==> config.mk <==
export PLATFORM = sky130hd
export DESIGN_NAME = serial_sub_ctrl
export DESIGN_NICKNAME = d
export VERILOG_FILES = /design/src/rtl/serial_sub_ctrl_pkg.sv /design/src/rtl/full_sub_1bit.sv /design/src/rtl/serial_sub_ctrl.sv
export SDC_FILE = /design/constraint.sdc
export NUM_CORES = 1
export LEC_CHECK = 0
export ABC_CLOCK_PERIOD_IN_PS = 1720
export CAP_MARGIN = 10
export CORE_MARGIN = 2
export CORE_UTILIZATION = 54
export DETAILED_ROUTE_END_ITERATION = 12
export DONT_BUFFER_PORTS = 1
export PLACE_DENSITY = 0.69
export SLEW_MARGIN = 20
export SYNTH_ARGS = -nofsm -noshare
export SYNTH_HDL_FRONTEND = slang
export SYNTH_SLANG_ARGS = --single-unit
==> constraint.sdc <==
create_clock -name clk -period 1.72 [get_ports clk]
set_clock_uncertainty 0.15 [all_clocks]
set_input_delay 0.258 -clock clk [delete_from_list [all_inputs] [get_ports clk]]
set_output_delay 0.258 -clock clk [all_outputs]
set_load 0.01 [all_outputs]
==> src/rtl/serial_sub_ctrl_pkg.sv <==
`timescale 1ns/1ps
`default_nettype none
// ============================================================================
// Module      : serial_sub_ctrl_pkg
// Description : Shared state encoding for the bit-serial subtraction
//               controller (IDLE=0, RUN=1, DONE=2; code 3 is illegal).
// Revision    : 1.0 - initial release
// ============================================================================
package serial_sub_ctrl_pkg;

  localparam int STATE_W = 2;

  typedef enum logic [STATE_W-1:0] {
    S_IDLE = 2'd0,
    S_RUN  = 2'd1,
    S_DONE = 2'd2
  } state_t;

endpackage : serial_sub_ctrl_pkg
`default_nettype wire

==> src/rtl/full_sub_1bit.sv <==
`timescale 1ns/1ps
`default_nettype none
// ============================================================================
// Module      : full_sub_1bit
// Description : 1-bit full subtractor cell computing x - y - bin.
// Revision    : 1.0 - initial release
// ============================================================================
module full_sub_1bit (
  output logic d,
  output logic bout,
  input  logic x,
  input  logic y,
  input  logic bin
);

  assign d    = x ^ y ^ bin;
  assign bout = (~x & y) | (~x & bin) | (y & bin);

endmodule : full_sub_1bit
`default_nettype wire

==> src/rtl/serial_sub_ctrl.sv <==
`timescale 1ns/1ps
`default_nettype none
// ============================================================================
// Module      : serial_sub_ctrl
// Description : Bit-serial A - B controller. One shared full-subtractor cell
//               is sequenced over WIDTH cycles, LSB first, with a registered
//               borrow. start/busy/done handshake, one operation at a time.
// Revision    : 1.0 - initial release
// ============================================================================
module serial_sub_ctrl
  import serial_sub_ctrl_pkg::*;
#(
  parameter int WIDTH = 3
) (
  input  logic             clk,
  input  logic             rst,
  input  logic             start,
  input  logic [WIDTH-1:0] a,
  input  logic [WIDTH-1:0] b,
  output logic             busy,
  output logic             done,
  output logic [WIDTH-1:0] diff,
  output logic             borrow_out
);

  localparam int            CW       = (WIDTH > 1) ? $clog2(WIDTH) : 1;
  localparam logic [CW-1:0] CNT_LAST = CW'(WIDTH - 1);

  state_t           state;
  state_t           state_nxt;
  logic [WIDTH-1:0] sa;
  logic [WIDTH-1:0] sb;
  // Only the upper WIDTH-1 result bits need storage: the final bit comes
  // straight from the cell on the last RUN cycle.
  logic [WIDTH-2:0] sr;
  logic [WIDTH-1:0] res;
  logic             brw;
  logic [CW-1:0]    cnt;
  logic             cell_d;
  logic             cell_bout;
  logic             last;

  full_sub_1bit u_cell (
    .d    (cell_d),
    .bout (cell_bout),
    .x    (sa[0]),
    .y    (sb[0]),
    .bin  (brw)
  );

  assign last = (cnt == CNT_LAST);
  assign res  = {cell_d, sr};

  // State register.
  always_ff @(posedge clk or posedge rst) begin
    if (rst) state <= S_IDLE;
    else     state <= state_nxt;
  end

  // Next-state and decoded status outputs (busy/done follow the registered state).
  always_comb begin
    state_nxt = state;
    busy      = 1'b0;
    done      = 1'b0;
    case (state)
      S_IDLE: begin
        if (start) state_nxt = S_RUN;
      end
      S_RUN: begin
        busy = 1'b1;
        if (last) state_nxt = S_DONE;
      end
      S_DONE: begin
        busy      = 1'b1;
        done      = 1'b1;
        state_nxt = S_IDLE;
      end
      default: state_nxt = S_IDLE;
    endcase
  end

  // Operand shifters, borrow chain, bit counter and result registers.
  always_ff @(posedge clk or posedge rst) begin
    if (rst) begin
      sa         <= '0;
      sb         <= '0;
      sr         <= '0;
      brw        <= 1'b0;
      cnt        <= '0;
      diff       <= '0;
      borrow_out <= 1'b0;
    end else begin
      case (state)
        S_IDLE: begin
          if (start) begin
            sa  <= a;
            sb  <= b;
            brw <= 1'b0;
            cnt <= '0;
          end
        end
        S_RUN: begin
          sa  <= {1'b0, sa[WIDTH-1:1]};
          sb  <= {1'b0, sb[WIDTH-1:1]};
          sr  <= res[WIDTH-1:1];
          brw <= cell_bout;
          if (last) begin
            diff       <= res;
            borrow_out <= cell_bout;
          end else begin
            cnt <= cnt + CW'(1);
          end
        end
        default: ;
      endcase
    end
  end

endmodule : serial_sub_ctrl
`default_nettype wire

==> metrics.md <==
| Metric | Value |
|---|---|
| Cells after Synth | `78` |
| Max-cap violations | `0` |
| Initial antenna violation count | `0` |
| Min Tclk post-route | `1643 ps` |
| Synthesized net count | `94` |
| Clock Path Buffers | `2` |
| Slowest CP cell | `dfrtp_1` |
| Reg area | `425.4 sq um` |
| Routed vias | `592` |
| Leading cell type in the layout, fill and taps excluded | `dfrtp_1` |
| Placement Setup Slack | `-86.78 ps` |
| Post-route ant nets | `0` |
| Total CTS buffers | `3` |
| Largest net degree at the start of global routing | `18` |
| Post-synthesis sequential area ratio | `0.4830` |
| Fmax | `608.7 MHz` |
| Clock slew at the register clock pins of the worst setup and hold paths | `100 ps` |
| Layout fillers | `between 100 and 150` |
| Finished Layout Cells | `105` |
| I/O pin count | `15` |
| P_leak | `0.4661 nW` |
| Initial Util | `0.5780` |
| Yosys cell types | `22` |
| First DRT Iteration DRCs | `5` |
| Crit-path cells | `inv_2, ha_4, nor2b_4, nor2b_1, a221o_1` |
| TritonCTS clock tree | `built` |
| Post-Syn Area | `approximately 900 sq um` |
| Clk Tree Root Cell | `clkbuf_4` |
| EDFF count, synth | `0` |
| Largest delay share family, worst path | `flip-flops` |
| DRC | `0` |
| Die H | `44.39 um` |
| Async S/R FF share, synth | `1.000` |
| CP bufs+invs | `1` |
| Pins over their slew limit | `0` |
| Startpoint Class | `register` |
| Final worst setup slack | `approximately 77 ps` |
| Worst EP arrival | `1660 ps` |
| Clock latency on the worst-skew pair | `280 ps` |
| Vias in the first global route | `just under 600` |
| CP peak stage delay | `a little over 400 ps` |
| Vias per cell | `5.638` |
| GP Congestion | `0.7469` |
| Normalized max-slew margin | `0.5789` |
| Site Rows | `14` |
| Total Power | `just over 2 mW` |
| Setup Viol. Count Final | `0` |
| Data required time of the worst path | `1740 ps` |
| Worst-path maximum fanout | `6` |
| Status | `finished clean` |
| All-Layer GR Usage | `0.1967` |
| Placed cells | `98` |
| Multi-input logic area | `452.9 sq um` |
| CTS sink cnt | `17` |
| Area Overhead vs Synth | `16.90%` |
| Main synth FF type | `dfrtp_1` |
| Die W | `approximately 44 um` |
| Die area | `1970 sq um` |
| Antenna diodes | `0` |
| Routed WL per cell | `14.62 um` |
| RSZ-0062 raised after global routing | `no` |
| Port Buffers | `0` |
| Routed WL | `1535 um` |
| Utilization after layout | `0.6757` |
| DP HPWL | `1120 um` |
| Synth Area per Inst | `about 11 sq um` |
| Pre-antenna DRT Iters | `4` |
| Final period util | `0.9551` |
| Power Density | `1998 nW/um^2` |
| Most frequent cells in the layout | `dfrtp_1, buf_4, nand2_1, a21oi_1, mux2_2` |
| Overflow after GRT | `0` |
| Setup bufs post-CTS | `0` |
| Worst vdd ir | `1563 uV` |
| #FFs+latches synth | `17` |
| Hold Path Class | `input pin to register` |
| Core box area | `between 1500 and 2000 sq um` |
| Element type at the critical path end | `register` |
| Ratio of cells with drive above 1 in the final layout | `0.2697` |
| Synth warnings | `0` |
| Final nets | `~110` |
| Worst-margin pin slew | `631.0 ps` |
| WS Path Type | `register to register` |
| Global-route wire length before repair | `2691 um` |
| Final Hold Vio Count | `0` |
| H-tree depth | `1` |
## routing by layer
layer  up-vias  part of all wire  global-route usage
met5         -                 0                   0
met4         0            0.0059             0.08485
met3         2             0.028             0.03673
met2        13              0.49              0.3147
met1       285              0.47              0.2620
li1        292                 -                   -
## kinds of logic after synthesis
logic type,count (synthesis),synth area share
AO/OA/AOI/OAI,17,0.1477
flip-flops,17,0.4830
multiplexers,8,0.09943
adder cells (fa/ha/maj),7,0.1080
AND/OR/NAND/NOR,20,0.1136
buffers and inverters,9,0.04828
## final cells by class
class | count | share of cell area
Sequential cell | 17 | 0.4131
Inverter | 6 | 0.02187
Clock buffer | 4 | 0.02552
Multi-Input combinational cell | 52 | 0.4399
Timing Repair Buffer | 10 | 0.08019
Tap cell | 16 | 0.01944
## synthesized netlist by cell type (2+ instances only)
| library cell | count | area [sq um] |
|---|---|---|
| nand3_1 | 4 | 20.02 |
| ha_1 | 6 | 75.07 |
| o21ai_0 | 3 | 15.01 |
| mux2i_1 | 2 | 20.02 |
| inv_1 | 6 | 22.52 |
| a221o_1 | 4 | 40.04 |
| dfrtp_1 | 17 | 425.4 |
| a22o_1 | 2 | 17.52 |
| nor2_1 | 3 | 11.26 |
| mux2_2 | 5 | 56.30 |
| nor2b_1 | 2 | 12.51 |
| nand2b_1 | 4 | 25.02 |
| nand2_1 | 6 | 22.52 |
| a21oi_1 | 6 | 30.03 |
## metrics by stage
step                      area (sq um)  hold slack (ps)  TNS [ps]
after floorplan                  887.1            34.07         0
after global placement           939.7            113.5         0
after detailed placement         939.7            121.1    -326.8
after CTS                         1007            89.17         0
after global routing              1030            83.66         0
final                             1030            86.55         0
## timing repair
action	in CTS	in global routing
hold buffers	3	0
gates resized for setup	4	4
cloned	0	0
setup endpoints to repair	7	4
endpoints found under the hold margin	19	0
pin swaps	0	0
## path summary, 6_finish.rpt
path	end	from	cells after the start	slack, ps
min in group asynchronous	cnt[0]	rst	2	330
max	sa[0]	state[1]	5	80
max reg2reg	sa[0]	state[1]	5	80
min	brw	start	3	90
max in group asynchronous	brw	rst	2	680
min reg2reg	diff[0]	sr[0]	1	370
## power by group
part,switching [mW],internal [mW],leakage (nW)
logic,0.519,0.605,0.235
registers,0.142,0.583,0.216
clock network,0.119,0.0900,0.0150
## state kept, by name (all words and copies together), names as in the netlist
name	flops
state	2
borrow_out	1
cnt	2
diff	3
brw	1
sb	3
sr	2
sa	3
## worst min-delay path, cell delays in order
cell,delay [ps]
mux2i_2,80
nand2_1,70
o21ai_0,70
Note: power is estimated with default switching activity, not from simulation.
